==> src/rtl/sys_cntrl_burst_pkg.sv <==
// Shared command codes, FSM state encoding and default error byte for the
// burst-capable system controller.
package sys_cntrl_pkg;

  localparam logic [7:0] CMD_WR       = 8'hAA;
  localparam logic [7:0] CMD_RD       = 8'hBB;
  localparam logic [7:0] CMD_ALU_OP   = 8'hCC;
  localparam logic [7:0] CMD_ALU_NOP  = 8'hDD;
  localparam logic [7:0] CMD_BURST    = 8'hEE;
  localparam logic [7:0] ERR_BYTE_DEF = 8'hFF;

  typedef enum logic [3:0] {
    IDLE,
    GET_ADDR,
    GET_DATA,
    GET_CNT,
    GET_A,
    GET_B,
    GET_FUN,
    WR,
    RD_REQ,
    RD_WAIT,
    ALU_RUN,
    TX_SEND
  } state_t;

endpackage

==> src/rtl/sys_cntrl_burst_if.sv <==
// Bundle of RX, register-file, ALU and TX FIFO signals seen by the controller.
// Strobes (RX_d_valid, RdData_valid, OUT_VALID, WrEN, RdEN, TX_d_valid) are
// single-cycle qualifiers; FIFO_full is a level that stalls TX_d_valid.
interface sys_cntrl_burst_if #(
  parameter int DATA_WIDTH = 8,
  parameter int ADDR_WIDTH = 4,
  parameter int RES_BYTES  = 2,
  parameter int FUN_WIDTH  = 4
);
  logic [DATA_WIDTH-1:0]           RX_p_data;
  logic                            RX_d_valid;
  logic [DATA_WIDTH-1:0]           Rd_data;
  logic                            RdData_valid;
  logic [RES_BYTES*DATA_WIDTH-1:0] ALU_OUT;
  logic                            OUT_VALID;
  logic                            FIFO_full;
  logic                            ALU_EN;
  logic [FUN_WIDTH-1:0]            ALU_FUN;
  logic                            CLK_EN;
  logic [ADDR_WIDTH-1:0]           Address;
  logic                            WrEN;
  logic                            RdEN;
  logic [DATA_WIDTH-1:0]           WrData;
  logic [DATA_WIDTH-1:0]           TX_p_data;
  logic                            TX_d_valid;
  logic                            err_pulse;
  logic                            timeout_pulse;
  logic                            clk_div_en;

  modport master (
    input  RX_p_data, RX_d_valid, Rd_data, RdData_valid, ALU_OUT, OUT_VALID, FIFO_full,
    output ALU_EN, ALU_FUN, CLK_EN, Address, WrEN, RdEN, WrData,
           TX_p_data, TX_d_valid, err_pulse, timeout_pulse, clk_div_en
  );

  modport slave (
    output RX_p_data, RX_d_valid, Rd_data, RdData_valid, ALU_OUT, OUT_VALID, FIFO_full,
    input  ALU_EN, ALU_FUN, CLK_EN, Address, WrEN, RdEN, WrData,
           TX_p_data, TX_d_valid, err_pulse, timeout_pulse, clk_div_en
  );
endinterface

==> src/rtl/sys_cntrl_burst_frame_timer.sv <==
// Clearable wait counter: tc pulses once when TIMEOUT_CYCLES cycles pass
// without a clear, then the count saturates so it cannot fire again.
module frame_timer #(
  parameter int TIMEOUT_CYCLES = 1023
) (
  input  logic clk,
  input  logic rst,
  input  logic clr,
  output logic tc
);
  localparam int CW = $clog2(TIMEOUT_CYCLES + 1);
  localparam logic [CW-1:0] TOP  = CW'(TIMEOUT_CYCLES);
  localparam logic [CW-1:0] LAST = CW'(TIMEOUT_CYCLES - 1);

  logic [CW-1:0] cnt;

  always_ff @(posedge clk or posedge rst) begin
    if (rst) begin
      cnt <= '0;
    end else if (clr) begin
      cnt <= '0;
    end else if (cnt != TOP) begin
      cnt <= cnt + CW'(1);
    end
  end

  assign tc = (cnt == LAST) && !clr;
endmodule

==> src/rtl/sys_cntrl_burst.sv <==
// Byte-framed command controller: register write/read/burst-read, ALU ops with
// multi-byte results, wait timeouts with error bytes and stall-safe TX.
module sys_cntrl_burst
  import sys_cntrl_pkg::*;
#(
  parameter int DATA_WIDTH     = 8,
  parameter int ADDR_WIDTH     = 4,
  parameter int RES_BYTES      = 2,
  parameter int FUN_WIDTH      = 4,
  parameter int TIMEOUT_CYCLES = 1023,
  parameter logic [DATA_WIDTH-1:0] ERR_BYTE = DATA_WIDTH'(ERR_BYTE_DEF)
) (
  input  logic              CLK,
  input  logic              RST,
  sys_cntrl_burst_if.master bus,
  output state_t            state_dbg
);
  localparam int BUF_W = RES_BYTES * DATA_WIDTH;
  localparam int CNT_W = $clog2(RES_BYTES + 1);

  state_t                  state;
  logic [7:0]              cmd;
  logic [BUF_W-1:0]        tx_buf;
  logic [CNT_W-1:0]        tx_left;
  logic [DATA_WIDTH-1:0]   burst_left;
  logic                    tmr_clr;
  logic                    tmr_tc;
  logic [ADDR_WIDTH-1:0]   address;
  logic [DATA_WIDTH-1:0]   wr_data;
  logic [FUN_WIDTH-1:0]    alu_fun;
  logic [DATA_WIDTH-1:0]   tx_data;
  logic                    wr_en, rd_en, alu_en, clk_en, tx_valid, err_p, to_p;
  logic [7:0]              rx_byte;

  assign rx_byte = bus.RX_p_data[7:0];

  // tmr_clr is raised on every state change; every accepted strobe changes state.
  frame_timer #(.TIMEOUT_CYCLES(TIMEOUT_CYCLES)) u_timer (
    .clk (CLK),
    .rst (RST),
    .clr (tmr_clr),
    .tc  (tmr_tc)
  );

  always_ff @(posedge CLK or posedge RST) begin
    if (RST) begin
      state      <= IDLE;
      cmd        <= '0;
      tx_buf     <= '0;
      tx_left    <= '0;
      burst_left <= '0;
      tmr_clr    <= 1'b0;
      address    <= '0;
      wr_data    <= '0;
      alu_fun    <= '0;
      tx_data    <= '0;
      wr_en      <= 1'b0;
      rd_en      <= 1'b0;
      alu_en     <= 1'b0;
      clk_en     <= 1'b0;
      tx_valid   <= 1'b0;
      err_p      <= 1'b0;
      to_p       <= 1'b0;
    end else begin
      wr_en    <= 1'b0;
      rd_en    <= 1'b0;
      tx_valid <= 1'b0;
      err_p    <= 1'b0;
      to_p     <= 1'b0;
      tmr_clr  <= 1'b0;
      unique case (state)
        IDLE: if (bus.RX_d_valid) begin
          cmd     <= rx_byte;
          tmr_clr <= 1'b1;
          case (rx_byte)
            CMD_WR, CMD_RD, CMD_BURST: state <= GET_ADDR;
            CMD_ALU_OP:                state <= GET_A;
            CMD_ALU_NOP:               state <= GET_FUN;
            default: begin
              err_p      <= 1'b1;
              tx_buf     <= BUF_W'(ERR_BYTE);
              tx_left    <= CNT_W'(1);
              burst_left <= '0;
              state      <= TX_SEND;
            end
          endcase
        end
        GET_ADDR: if (bus.RX_d_valid) begin
          address <= bus.RX_p_data[ADDR_WIDTH-1:0];
          tmr_clr <= 1'b1;
          if (cmd == CMD_WR) begin
            state <= GET_DATA;
          end else if (cmd == CMD_RD) begin
            burst_left <= DATA_WIDTH'(1);
            rd_en      <= 1'b1;
            state      <= RD_REQ;
          end else begin
            state <= GET_CNT;
          end
        end else if (tmr_tc) begin
          to_p <= 1'b1; tmr_clr <= 1'b1; state <= IDLE;
        end
        GET_DATA: if (bus.RX_d_valid) begin
          wr_data <= bus.RX_p_data;
          wr_en   <= 1'b1;
          tmr_clr <= 1'b1;
          state   <= WR;
        end else if (tmr_tc) begin
          to_p <= 1'b1; tmr_clr <= 1'b1; state <= IDLE;
        end
        GET_CNT: if (bus.RX_d_valid) begin
          tmr_clr <= 1'b1;
          if (bus.RX_p_data == '0) begin
            err_p      <= 1'b1;
            tx_buf     <= BUF_W'(ERR_BYTE);
            tx_left    <= CNT_W'(1);
            burst_left <= '0;
            state      <= TX_SEND;
          end else begin
            burst_left <= bus.RX_p_data;
            rd_en      <= 1'b1;
            state      <= RD_REQ;
          end
        end else if (tmr_tc) begin
          to_p <= 1'b1; tmr_clr <= 1'b1; state <= IDLE;
        end
        GET_A: if (bus.RX_d_valid) begin
          wr_data <= bus.RX_p_data;
          address <= '0;
          wr_en   <= 1'b1;
          tmr_clr <= 1'b1;
          state   <= GET_B;
        end else if (tmr_tc) begin
          to_p <= 1'b1; tmr_clr <= 1'b1; state <= IDLE;
        end
        GET_B: if (bus.RX_d_valid) begin
          wr_data <= bus.RX_p_data;
          address <= ADDR_WIDTH'(1);
          wr_en   <= 1'b1;
          tmr_clr <= 1'b1;
          state   <= GET_FUN;
        end else if (tmr_tc) begin
          to_p <= 1'b1; tmr_clr <= 1'b1; state <= IDLE;
        end
        GET_FUN: if (bus.RX_d_valid) begin
          alu_fun <= bus.RX_p_data[FUN_WIDTH-1:0];
          alu_en  <= 1'b1;
          clk_en  <= 1'b1;
          tmr_clr <= 1'b1;
          state   <= ALU_RUN;
        end else if (tmr_tc) begin
          to_p <= 1'b1; tmr_clr <= 1'b1; state <= IDLE;
        end
        WR: begin
          tmr_clr <= 1'b1;
          state   <= IDLE;
        end
        RD_REQ: begin
          tmr_clr <= 1'b1;
          state   <= RD_WAIT;
        end
        RD_WAIT: if (bus.RdData_valid) begin
          tx_buf  <= BUF_W'(bus.Rd_data);
          tx_left <= CNT_W'(1);
          tmr_clr <= 1'b1;
          state   <= TX_SEND;
        end else if (tmr_tc) begin
          to_p       <= 1'b1;
          tx_buf     <= BUF_W'(ERR_BYTE);
          tx_left    <= CNT_W'(1);
          burst_left <= '0;
          tmr_clr    <= 1'b1;
          state      <= TX_SEND;
        end
        ALU_RUN: if (bus.OUT_VALID || tmr_tc) begin
          alu_en     <= 1'b0;
          clk_en     <= 1'b0;
          to_p       <= !bus.OUT_VALID;
          tx_buf     <= bus.OUT_VALID ? bus.ALU_OUT : BUF_W'(ERR_BYTE);
          tx_left    <= bus.OUT_VALID ? CNT_W'(RES_BYTES) : CNT_W'(1);
          burst_left <= '0;
          tmr_clr    <= 1'b1;
          state      <= TX_SEND;
        end
        TX_SEND: begin
          // The pending byte stays on TX_p_data while the FIFO is full.
          tx_data <= tx_buf[DATA_WIDTH-1:0];
          if (!bus.FIFO_full) begin
            tx_valid <= 1'b1;
            tx_buf   <= tx_buf >> DATA_WIDTH;
            tx_left  <= tx_left - CNT_W'(1);
            if (tx_left == CNT_W'(1)) begin
              tmr_clr <= 1'b1;
              if (burst_left > DATA_WIDTH'(1)) begin
                burst_left <= burst_left - DATA_WIDTH'(1);
                address    <= address + ADDR_WIDTH'(1);
                rd_en      <= 1'b1;
                state      <= RD_REQ;
              end else begin
                burst_left <= '0;
                state      <= IDLE;
              end
            end
          end
        end
        default: state <= IDLE;
      endcase
    end
  end

  assign bus.ALU_EN        = alu_en;
  assign bus.ALU_FUN       = alu_fun;
  assign bus.CLK_EN        = clk_en;
  assign bus.Address       = address;
  assign bus.WrEN          = wr_en;
  assign bus.RdEN          = rd_en;
  assign bus.WrData        = wr_data;
  assign bus.TX_p_data     = tx_data;
  assign bus.TX_d_valid    = tx_valid;
  assign bus.err_pulse     = err_p;
  assign bus.timeout_pulse = to_p;
  assign bus.clk_div_en    = 1'b1;
  assign state_dbg         = state;
endmodule

==> src/flat_wrapper.sv <==
// flat-port wrapper written by rule: the top's interface ports become plain ports
module sys_cntrl_burst_flat import sys_cntrl_pkg::*;
#(
  parameter int DATA_WIDTH     = 8,
  parameter int ADDR_WIDTH     = 4,
  parameter int RES_BYTES      = 2,
  parameter int FUN_WIDTH      = 4,
  parameter int TIMEOUT_CYCLES = 1023,
  parameter logic [DATA_WIDTH-1:0] ERR_BYTE = DATA_WIDTH'(ERR_BYTE_DEF)
)
  (CLK, RST, state_dbg, bus_RX_p_data, bus_RX_d_valid, bus_Rd_data, bus_RdData_valid, bus_ALU_OUT, bus_OUT_VALID, bus_FIFO_full, bus_ALU_EN, bus_ALU_FUN, bus_CLK_EN, bus_Address, bus_WrEN, bus_RdEN, bus_WrData, bus_TX_p_data, bus_TX_d_valid, bus_err_pulse, bus_timeout_pulse, bus_clk_div_en);
  sys_cntrl_burst_if #(.DATA_WIDTH(DATA_WIDTH), .ADDR_WIDTH(ADDR_WIDTH), .RES_BYTES(RES_BYTES), .FUN_WIDTH(FUN_WIDTH)) bus_i ();
  input  logic CLK;
  input  logic RST;
  output state_t state_dbg;
  input wire logic [$bits(bus_i.RX_p_data)-1:0] bus_RX_p_data;
  input wire logic [$bits(bus_i.RX_d_valid)-1:0] bus_RX_d_valid;
  input wire logic [$bits(bus_i.Rd_data)-1:0] bus_Rd_data;
  input wire logic [$bits(bus_i.RdData_valid)-1:0] bus_RdData_valid;
  input wire logic [$bits(bus_i.ALU_OUT)-1:0] bus_ALU_OUT;
  input wire logic [$bits(bus_i.OUT_VALID)-1:0] bus_OUT_VALID;
  input wire logic [$bits(bus_i.FIFO_full)-1:0] bus_FIFO_full;
  output wire logic [$bits(bus_i.ALU_EN)-1:0] bus_ALU_EN;
  output wire logic [$bits(bus_i.ALU_FUN)-1:0] bus_ALU_FUN;
  output wire logic [$bits(bus_i.CLK_EN)-1:0] bus_CLK_EN;
  output wire logic [$bits(bus_i.Address)-1:0] bus_Address;
  output wire logic [$bits(bus_i.WrEN)-1:0] bus_WrEN;
  output wire logic [$bits(bus_i.RdEN)-1:0] bus_RdEN;
  output wire logic [$bits(bus_i.WrData)-1:0] bus_WrData;
  output wire logic [$bits(bus_i.TX_p_data)-1:0] bus_TX_p_data;
  output wire logic [$bits(bus_i.TX_d_valid)-1:0] bus_TX_d_valid;
  output wire logic [$bits(bus_i.err_pulse)-1:0] bus_err_pulse;
  output wire logic [$bits(bus_i.timeout_pulse)-1:0] bus_timeout_pulse;
  output wire logic [$bits(bus_i.clk_div_en)-1:0] bus_clk_div_en;
  assign bus_i.RX_p_data = bus_RX_p_data;
  assign bus_i.RX_d_valid = bus_RX_d_valid;
  assign bus_i.Rd_data = bus_Rd_data;
  assign bus_i.RdData_valid = bus_RdData_valid;
  assign bus_i.ALU_OUT = bus_ALU_OUT;
  assign bus_i.OUT_VALID = bus_OUT_VALID;
  assign bus_i.FIFO_full = bus_FIFO_full;
  assign bus_ALU_EN = bus_i.ALU_EN;
  assign bus_ALU_FUN = bus_i.ALU_FUN;
  assign bus_CLK_EN = bus_i.CLK_EN;
  assign bus_Address = bus_i.Address;
  assign bus_WrEN = bus_i.WrEN;
  assign bus_RdEN = bus_i.RdEN;
  assign bus_WrData = bus_i.WrData;
  assign bus_TX_p_data = bus_i.TX_p_data;
  assign bus_TX_d_valid = bus_i.TX_d_valid;
  assign bus_err_pulse = bus_i.err_pulse;
  assign bus_timeout_pulse = bus_i.timeout_pulse;
  assign bus_clk_div_en = bus_i.clk_div_en;
  sys_cntrl_burst #(.DATA_WIDTH(DATA_WIDTH), .ADDR_WIDTH(ADDR_WIDTH), .RES_BYTES(RES_BYTES), .FUN_WIDTH(FUN_WIDTH), .TIMEOUT_CYCLES(TIMEOUT_CYCLES), .ERR_BYTE(ERR_BYTE)) u_core (.CLK(CLK), .RST(RST), .bus(bus_i), .state_dbg(state_dbg));
endmodule
==> config.mk <==
export PLATFORM = sky130hd
export DESIGN_NAME = sys_cntrl_burst_flat
export DESIGN_NICKNAME = d
export VERILOG_FILES = /design/src/rtl/sys_cntrl_burst_pkg.sv /design/src/rtl/sys_cntrl_burst_if.sv /design/src/rtl/sys_cntrl_burst_frame_timer.sv /design/src/rtl/sys_cntrl_burst.sv /design/src/flat_wrapper.sv
export SDC_FILE = /design/constraint.sdc
export NUM_CORES = 1
export LEC_CHECK = 0
export ABC_AREA = 1
export BUFFER_PORTS_ARGS = -buffer_cell sky130_fd_sc_hd__buf_2
export CELL_PAD_IN_SITES_DETAIL_PLACEMENT = 0
export CELL_PAD_IN_SITES_GLOBAL_PLACEMENT = 1
export CORE_ASPECT_RATIO = 1.25
export CORE_MARGIN = 8
export CORE_UTILIZATION = 41
export DETAILED_ROUTE_END_ITERATION = 12
export PLACE_DENSITY = 0.79
export RECOVER_POWER = 25
export SYNTH_ARGS = -nofsm -noshare
export SYNTH_HDL_FRONTEND = slang
export SYNTH_SLANG_ARGS = --single-unit
==> constraint.sdc <==
create_clock -name CLK -period 3.3 [get_ports CLK]
set_clock_uncertainty 0.05 [all_clocks]
set_input_delay 0.33 -clock CLK [delete_from_list [all_inputs] [get_ports CLK]]
set_output_delay 0.33 -clock CLK [all_outputs]
set_load 0.02 [all_outputs]
==> flow_summary_export.csv, run 1 <==
group,metric,value,unit
status,status,"finished, violations left",
status,violations,"capacitance limit, slew limit",
final_layout,multi_input_area,0.002212,sq mm
pwr,ir_drop,0.0004569,V
detailed_routing,routed_wl,12550,microns
synth,syn_nets,672,
detailed_routing,drt_iter0_markers,266,
clocking,cts_tree,"built",
clocking,clk_pin_slew,0.06,ns
timing,fmax,416.2,MHz
setup_path,r2r_cells,10,
synth,synth_area,0.004553,sq mm
timing,tns,0,ns
synth,ys_seq_area_share,43.42,%
setup_path,cp.arrival,2.58,ns
global_routing,grt_use_met2,28.50,%
clocking,hold_buffers,0,
global_routing,antenna_found_initial,0,
pwr,pwr_density_cell,961.5,mW/mm^2
synth,async_reset_ff_share,100.0,%
clocking,cts.repair.resized,0,
detailed_routing,drc,0,
placed_design,place_area,0.005010,sq mm
detailed_routing,ant_nets,0,
global_routing,grt_pass1_vias,4162,
timing,worst_pin_slew,1.779,ns
final_layout,drive_above_1_share,17.35,%
pwr,total_power,5.068,mW
synth,yosys.cell_types.count,35,
synth,yosys_warnings,0,
detailed_routing,routedWlPerCell,14.98,microns
min_path,hold_class,"in -> reg",
die,initial_utilization,41.48,%
die,ios,74,
final_layout,areaGrowthSynthToFinish,15.77,%
pwr,p_sw_share,46.87,%
clocking,cts.sinks,79,
setup_path,worstPathRequired,3.48,ns
final_layout,finalCoreUtilization,48.03,%
timing,setup_viol,0,
synth,synth_edf_count,0,
min_path,hold_path_end,"u_core.tx_buf[10]",
pwr,p_comb_share,49.2,%
global_routing,grt.busiest_layer,"met2",
synth,netlist_instances,628,
synth,synth_flop_cell,"dfrtp_1",
pwr,p_leak,2.788,nW
clocking,cts-root-buf,"clkbuf_16",
setup_path,reg2reg_from,"u_core.state_dbg[0]",
final_layout,finalInstanceArea,0.005271,sq mm
timing,maxSlewHeadroom,-19.24,%
setup_path,end_kind,"flop",
global_routing,grt_max_degree,42,
timing,fin_crit,2.402,ns
pwr,net-switching-power,2.376,mW
clocking,htree_levels,3,
final_layout,nFillCells,1141,
timing,finalCritPeriodShare,72.80,%
final_layout,seqCellArea,0.001977,sq mm
pwr,internal_power,2.692,mW
global_routing,use_met1,22.88,%
die,die_w,110.3,microns
setup_path,start_kind,"flop",
detailed_routing,via_count,4290,
clocking,clk_latency,0.34,ns
run,maxCapViolations,1,
final_layout,diodes,0,
pwr,pwr-share-seq,32.5,%
die,core_area,0.01098,sq mm
min_path,hold_depth,3,
timing,rsz0062_at_grt,"no",
detailed_routing,dr.pass1.iters,6,
global_routing,grt_usage,17.67,%
global_routing,grt_overflow_total,0,
clocking,cts_buffer_depth,2,
global_routing,grt_pass1_wl,20750,microns
clocking,cts_buffers,9,
placed_design,io_buffers,72,
global_routing,use_met3,2.880,%
die,rows,43,
setup_path,worst-path-max-fanout,18,
timing,report.final.slew_viol_count,42,
pwr,p_clk_share,18.3,%
placed_design,dp_hpwl,9644,microns
setup_path,crit_type,"reg -> reg",
setup_path,r2r-end,"u_core.tx_buf[5]",
clocking,post_cts_buffers,0,
final_layout,final_cell_mix,"nand2_1, dfrtp_1, buf_2",
synth,avgSynthCellArea,7.250,sq um
min_path,worstHoldStart,"bus_ALU_OUT[10]",
die,dieHeight,133.8,microns
final_layout,nNetsFinal,742,
detailed_routing,viasPerCell,5.119,
placed_design,place.gp.congestion,0.8845,
timing,report.final.hold_viol_count,0,
synth,synth_seq_cells,79,
setup_path,r2r_slack,0.90,ns
die,dieArea,0.01475,sq mm
final_layout,layout.cells.most_common,"nand2_1",
[final cells by class]
type,instances,share of cell area (%)
Tap cell,135,3.204
Inverter,66,4.723
Timing Repair Buffer,76,7.358
Clock inverter,4,0.5697
Sequential cell,79,37.50
Multi-Input combinational cell,466,41.97
Clock buffer,12,4.676
[per-stage QoR]
stage | std cells | hold WS [ns] | worst slack [ns]
final | 838 | 0.1355 | 0.8975
after global routing | 838 | 0.1533 | 0.6626
after CTS | 838 | 0.05625 | 0.8843
after detailed placement | 822 | 0.4034 | 0.9329
after global placement | 822 | 0.4068 | 1.022
after floorplan | 628 | 0.3464 | 0.8966
[power groups by stage]
stage	clock, mW	sequential, mW	combinational [mW]
final	0.928	1.65	2.49
after global routing	0.987	1.70	2.83
after CTS	0.950	1.65	2.51
after detailed placement	0	1.66	2.50
after global placement	0	1.64	2.47
after floorplan	0	1.80	1.72
[critical path, cell delays in order (launching register included)]
cell	delay, ns
dfrtp_1	0.53
nand2_2	0.19
inv_2	0.08
nand2_2	0.14
inv_2	0.10
o21ai_1	0.16
nand2_1	0.11
nor2_2	0.43
nand3_4	0.28
nand2_1	0.15
nand2_1	0.06
[Yosys cell counts (2+ instances only)]
cell	count	area, sq um
inv_1	54	202.7
nand2_2	3	18.77
o22ai_1	6	37.54
xor2_1	4	35.03
a21oi_1	12	60.06
o21ai_0	51	255.2
nand2_1	235	882.1
buf_2	2	10.01
nor2_4	5	56.30
nor2_1	38	142.6
buf_4	5	37.54
a22oi_1	2	15.01
o31ai_1	2	15.01
nor3_1	2	10.01
nand4_1	32	200.2
a31oi_1	2	12.51
nor2_2	7	43.79
buf_6	4	45.04
inv_2	12	45.04
nand3_4	2	35.03
dfrtp_1	79	1977
nand3_1	36	180.2
o21ai_1	10	50.05
nand3b_1	2	15.01
ha_1	6	75.07
o211ai_1	2	15.01
clkbuf_1	5	18.77
[registers in the layout, summed over array words and instances, names as in the netlist]
signal and cells:
u_core.state_dbg 4, u_core.bus.WrData 8, u_core.u_timer.cnt 10, u_core.tmr_clr 1, u_core.bus.TX_p_data 8, u_core.cmd 8, u_core.tx_left 2, u_core.bus.err_pulse 1
u_core.bus.ALU_EN 1, u_core.bus.WrEN 1, u_core.bus.TX_d_valid 1, u_core.tx_buf 16, u_core.bus.Address 4, u_core.bus.ALU_FUN 4, u_core.burst_left 8, u_core.bus.RdEN 1
u_core.bus.timeout_pulse 1
[routing by layer]
| layer | vias to the layer above | share of wire [%] |
|---|---|---|
| met1 | 2003 | 46 |
| met4 | 0 | 1.9 |
| met3 | 18 | 4.3 |
| met2 | 93 | 48 |
| met5 | - | 0 |
| li1 | 2176 | - |
[logic make-up after synthesis]
group / Yosys count / share of synthesized area (%)
adders and majority gates: 6 / 1.649
DFF: 79 / 43.42
other: 1 / 0.08236
AOI/OAI and AO/OA: 90 / 10.72
xor gates and xnor gates: 5 / 0.9618
buffers and inverters: 83 / 7.997
and+or+nand+nor: 364 / 35.17
[worst max-delay path by stage]
stage | to | from | slack [ns]
floorplan | u_core.burst_left[0] | RST | 0.90
global placement | u_core.tx_buf[2] | u_core.state_dbg[0] | 1.02
detailed placement | u_core.tx_buf[6] | u_core.state_dbg[0] | 0.93
CTS | u_core.tx_buf[5] | u_core.state_dbg[0] | 0.88
global route | u_core.tx_left[1] | u_core.state_dbg[0] | 0.66
finish | u_core.tx_buf[5] | u_core.state_dbg[0] | 0.90
Power figures use the tool's default switching activity.
==> inputs of run 2 (changes only) <==
CORE_UTILIZATION = 37   (was 41)
PLACE_DENSITY = 0.75   (was 0.79)
clock period = 2.2 ns   (was 3.3 ns; I/O delays follow)
==> flow_summary_export.csv, run 2 (same netlist as run 1, synthesis figures left out) <==
group,metric,value,unit
setup_path,critPathMaxStageDelay,0.45,ns
min_path,hold_class,"in -> reg",
pwr,p_leak,2.768,nW
clocking,cts-root-buf,"clkbuf_16",
placed_design,place.gp.congestion,0.8959,
final_layout,nNetsFinal,755,
die,die_w,115.2,microns
setup_path,worstPathRequired,2.42,ns
setup_path,end_kind,"flop",
detailed_routing,dr.pass1.iters,4,
timing,maxSlewHeadroom,15.27,%
pwr,total_power,7.747,mW
global_routing,grt_pass1_vias,4269,
die,rows,45,
timing,setup_viol,0,
detailed_routing,drc,0,
timing,worst_pin_slew,1.264,ns
die,dieHeight,140.0,microns
placed_design,dp.cells,862,
detailed_routing,viasPerCell,4.878,
detailed_routing,via_count,4288,
final_layout,largest_reg_flops,16,
final_layout,nFillCells,1297,
setup_path,start_kind,"flop",
clocking,cts_buffers,9,
placed_design,dp_worst_setup_slack,0.1642,ns
status,status,"complete, no violations",
final_layout,finalInstanceArea,0.005410,sq mm
clocking,cts_tree,"built",
detailed_routing,routedWlPerCell,14.48,microns
clocking,cts.sinks,79,
die,ios,74,
timing,report.final.hold_viol_count,0,
timing,fin_hold_ws,0.02869,ns
timing,report.final.slew_viol_count,0,
timing,finalCritPeriodShare,92.86,%
detailed_routing,drt_iter0_markers,271,
final_layout,finalCoreUtilization,44.69,%
die,initial_utilization,37.61,%
die,dieArea,0.01613,sq mm
clocking,clk_latency,0.34,ns
setup_path,critical-path-slowest-cell,"dfrtp_1",
timing,rsz0062_at_grt,"no",
global_routing,grt_usage,16.15,%
clocking,cts_buffer_depth,2,
setup_path,crit_type,"reg -> reg",
setup_path,cp.arrival,2.27,ns
timing,fin_ws,0.1570,ns
global_routing,antenna_found_initial,0,
pwr,ir_drop,0.0004966,V
final_layout,diodes,0,
final_layout,layout.cells.most_common,"nand2_1",
setup_path,cp_cell_sequence,"nor2_1, buf_4, nand2_2, inv_2, o21ai_1, nand2_1, nor2_4, buf_4, nand4_1, nand2_1",
global_routing,grt_overflow_total,0,
detailed_routing,ant_nets,0,
timing,fmax,489.5,MHz
die,core_area,0.01211,sq mm
pwr,pwr_density_cell,1432,mW/mm^2
run,maxCapViolations,0,
global_routing,grt_max_degree,39,
final_layout,final_cell_mix,"nand2_1, dfrtp_1, inv_1",
final_layout,top_regs,"u_core.tx_buf (16), u_core.u_timer.cnt (10)",
placed_design,io_buffers,72,
final_layout,instances_no_fill,879,
timing,fin_crit,2.043,ns
timing,tns,0,ns
final_layout,areaGrowthSynthToFinish,18.82,%
global_routing,grt_pass1_wl,20900,microns
placed_design,dp_hpwl,9832,microns
final_layout,drive_above_1_share,16.08,%
setup_path,worst-path-max-fanout,11,
clocking,htree_levels,3,
clocking,clk_pin_slew,0.06,ns
placed_design,place_area,0.005131,sq mm
detailed_routing,routed_wl,12730,microns
final_layout,largest_register,"u_core.tx_buf",
[run 2: cell count changes in the layout (fill, tap and decap cells not counted), sizes merged]
cell / previous run / this run
dlygate4sd3: 0 / 1
clkinv: 2 / 3
nand3: 38 / 39
inv: 66 / 65
clkbuf: 13 / 33
buf: 75 / 64
clkinvlp: 2 / 3
[run 2: area by class of cell]
class	instances	area (sq um)	share of cell area, %
Inverter	66	250.2	4.625
Clock inverter	5	33.78	0.6244
Clock buffer	10	239.0	4.417
Sequential cell	79	1981	36.61
Timing Repair Buffer	88	466.7	8.626
Tap cell	164	205.2	3.793
Multi-Input combinational cell	467	2235	41.30
[run 2: metal layers]
metal  share of wire [%]  GRT usage (%)  vias up
met4                 1.8          6.380        0
met3                 4.8          3.097       15
met1                  45          20.39     1967
met5                   0              0        -
met2                  48          26.37       96
li1                    -              -     2210
[run 2: timing repair]
item | CTS | global route
hold endpoints to repair | 25 | 0
buffers inserted | 0 | 0
resized for setup | 0 | 6
hold buffers | 1 | 0
setup endpoints to repair | 0 | 18
[run 2: path summary, 6_finish.rpt]
path,start,end,slack (ns),cells after the start
max,u_core.state_dbg[2],u_core.tx_buf[1],0.16,10
min,bus_ALU_OUT[10],u_core.tx_buf[10],0.03,3
max reg2reg,u_core.state_dbg[2],u_core.tx_buf[1],0.16,10
min reg2reg,u_core.tx_buf[14],u_core.tx_buf[14],0.42,2
max in group asynchronous,RST,u_core.state_dbg[3],0.64,4
min in group asynchronous,RST,u_core.bus.TX_p_data[5],0.64,3
[run 2: where the power goes]
group	internal, mW	switching [mW]
clock	0.788	0.605
sequential	2.04	0.427
combinational	1.29	2.59
[run 2: critical path, delay by kind of cell, from the launching register on]
family,cells,cell delay [ns]
AO/OA/AOI/OAI,1,0.14
buffers and inverters,3,0.49
flip-flops,1,0.45
AND/OR/NAND/NOR,6,0.83
==> inputs of run 3 (changes only) <==
CELL_PAD_IN_SITES_DETAIL_PLACEMENT = default   (was 0)
CELL_PAD_IN_SITES_GLOBAL_PLACEMENT = default   (was 1)
CORE_UTILIZATION = 51   (was 37)
==> flow_summary_export.csv, run 3 (same netlist as run 1, synthesis figures left out) <==
group,metric,value,unit
status,status,"complete, no violations",
global_routing,grt_pass1_wl,19730,microns
timing,fmax,488.5,MHz
final_layout,top_regs,"u_core.tx_buf (16), u_core.u_timer.cnt (10)",
final_layout,diodes,0,
setup_path,startpoint,"u_core.state_dbg[1]",
global_routing,grt_overflow_total,0,
final_layout,areaGrowthSynthToFinish,15.53,%
detailed_routing,via_count,4387,
global_routing,grt_max_degree,37,
clocking,cts_buffers,9,
setup_path,critPathMaxStageDelay,0.52,ns
pwr,p_leak,2.757,nW
timing,setup_viol,0,
final_layout,nNetsFinal,753,
final_layout,instances_no_fill,834,
die,initial_utilization,52.33,%
timing,finalCritPeriodShare,93.05,%
final_layout,finalCoreUtilization,60.45,%
setup_path,worstPathRequired,2.39,ns
setup_path,end_kind,"flop",
detailed_routing,routedWlPerCell,14.57,microns
placed_design,dp_hpwl,9323,microns
timing,fin_hold_ws,0.009774,ns
die,ios,74,
detailed_routing,drc,0,
pwr,pwr_density_cell,1428,mW/mm^2
setup_path,cp.arrival,2.24,ns
setup_path,start_kind,"flop",
die,rows,38,
setup_path,r2r_cells,9,
setup_path,r2r-end,"u_core.bus.Address[0]",
die,die_w,100.5,microns
timing,maxSlewHeadroom,47.02,%
global_routing,grt_pass1_vias,4202,
final_layout,largest_reg_flops,16,
setup_path,reg2reg_from,"u_core.state_dbg[1]",
setup_path,cp_cell_sequence,"nand2_2, nor2_2, inv_2, nand2_1, nor2_1, nor2_2, nand2_1, nand2_1, o21ai_1",
min_path,hold_class,"in -> reg",
setup_path,crit_type,"reg -> reg",
detailed_routing,viasPerCell,5.260,
final_layout,multi_input_area,0.002212,sq mm
die,dieHeight,121.6,microns
final_layout,layout.cells.most_common,"nand2_1",
clocking,clk_latency,0.36,ns
clocking,htree_levels,3,
setup_path,crit_top_cell,"nand2_1",
setup_path,r2r_slack,0.15,ns
clocking,cts-root-buf,"clkbuf_8",
final_layout,largest_register,"u_core.tx_buf",
final_layout,final_cell_mix,"nand2_1, dfrtp_1, buf_2",
final_layout,nFillCells,850,
timing,fin_ws,0.1530,ns
clocking,cts.repair.resized,0,
global_routing,grt_usage,20.08,%
detailed_routing,dr.pass1.iters,5,
setup_path,worst-path-max-fanout,14,
placed_design,place.gp.congestion,0.9967,
setup_path,setup.worst_path.end,"u_core.bus.Address[0]",
timing,fin_crit,2.047,ns
timing,report.final.hold_viol_count,0,
placed_design,dp_worst_setup_slack,0.2118,ns
placed_design,dp.cells,817,
run,maxCapViolations,0,
detailed_routing,routed_wl,12150,microns
clocking,cts_tree,"built",
final_layout,seqCellArea,0.001977,sq mm
timing,report.final.slew_viol_count,0,
detailed_routing,drt_iter0_markers,304,
die,core_area,0.008701,sq mm
die,dieArea,0.01223,sq mm
detailed_routing,ant_nets,0,
clocking,clk_pin_slew,0.08,ns
timing,worst_pin_slew,0.7947,ns
placed_design,io_buffers,72,
clocking,cts_buffer_depth,2,
setup_path,critical-path-slowest-cell,"dfrtp_1",
final_layout,drive_above_1_share,16.53,%
pwr,ir_drop,0.0008367,V
clocking,cts.sinks,79,
timing,rsz0062_at_grt,"no",
timing,tns,0,ns
global_routing,antenna_found_initial,0,
run 3: changes by cell type in the layout (fill, tap and decap cells not counted), moves of 2 or more:
cell / before / now
clkbuf_8: 1 / 9
dfrtp_1: 76 / 79
clkbuf_1: 23 / 16
bufinv_16: 0 / 2
dfrtp_2: 3 / 0
clkbuf_16: 9 / 0
buf_2: 49 / 56
run 3: per-layer routing:
layer	routed length, microns	vias to the layer above	track usage (%)
li1	-	2202	-
met1	5381	2029	24.59
met4	211	0	9.100
met3	572	17	3.253
met2	5985	139	33.96
met5	0	-	0
run 3: how the worst min path moves through the flow:
stage | start | cells after the start | slack [ns] | to
global route | bus_ALU_OUT[14] | 3 | 0.01 | u_core.tx_buf[14]
floorplan | bus_FIFO_full | 1 | 0.24 | u_core.bus.TX_d_valid
detailed placement | RST | 2 | 0.13 | u_core.bus.TX_p_data[6]
finish | bus_ALU_OUT[15] | 3 | 0.01 | u_core.tx_buf[15]
global placement | RST | 2 | 0.13 | u_core.bus.TX_p_data[6]
CTS | bus_ALU_OUT[14] | 3 | 0.002 | u_core.tx_buf[14]
run 3: layout make-up:
type,count,share of cell area (%)
inverters,66,4.734
clock inverters,7,1.808
repair buffers,87,8.611
well taps,120,2.854
flip-flops and latches,79,37.58
clock buffers,9,2.355
multi-input cells,466,42.06
run 3: worst max-delay path, delay by kind of cell, from the launching register on:
kind	cells	cell delay, ns
and+or+nand+nor	7	1.10
AOI/OAI and AO/OA	1	0.07
DFF	1	0.52
buffers and inverters	1	0.20
run 3: power breakdown:
group	switching, mW	leakage (nW)	internal (mW)
Clock	0.553	0.110	0.640
Sequential	0.416	1.02	2.03
Combinational	2.60	1.63	1.27
run 3: repair_timing:
| item | CTS | global route |
|---|---|---|
| buffers inserted | 0 | 0 |
| endpoints found under the hold margin | 11 | 0 |
| setup endpoints to repair | 0 | 1 |
| hold buffers | 1 | 0 |
run 3: through the flow:
stage / cell area, sq um / power (mW)
floorplan: 4557 / 5.277
global placement: 5056 / 6.212
detailed placement: 5056 / 6.328
CTS: 5285 / 7.537
global route: 5260 / 8.126
finish: 5260 / 7.511
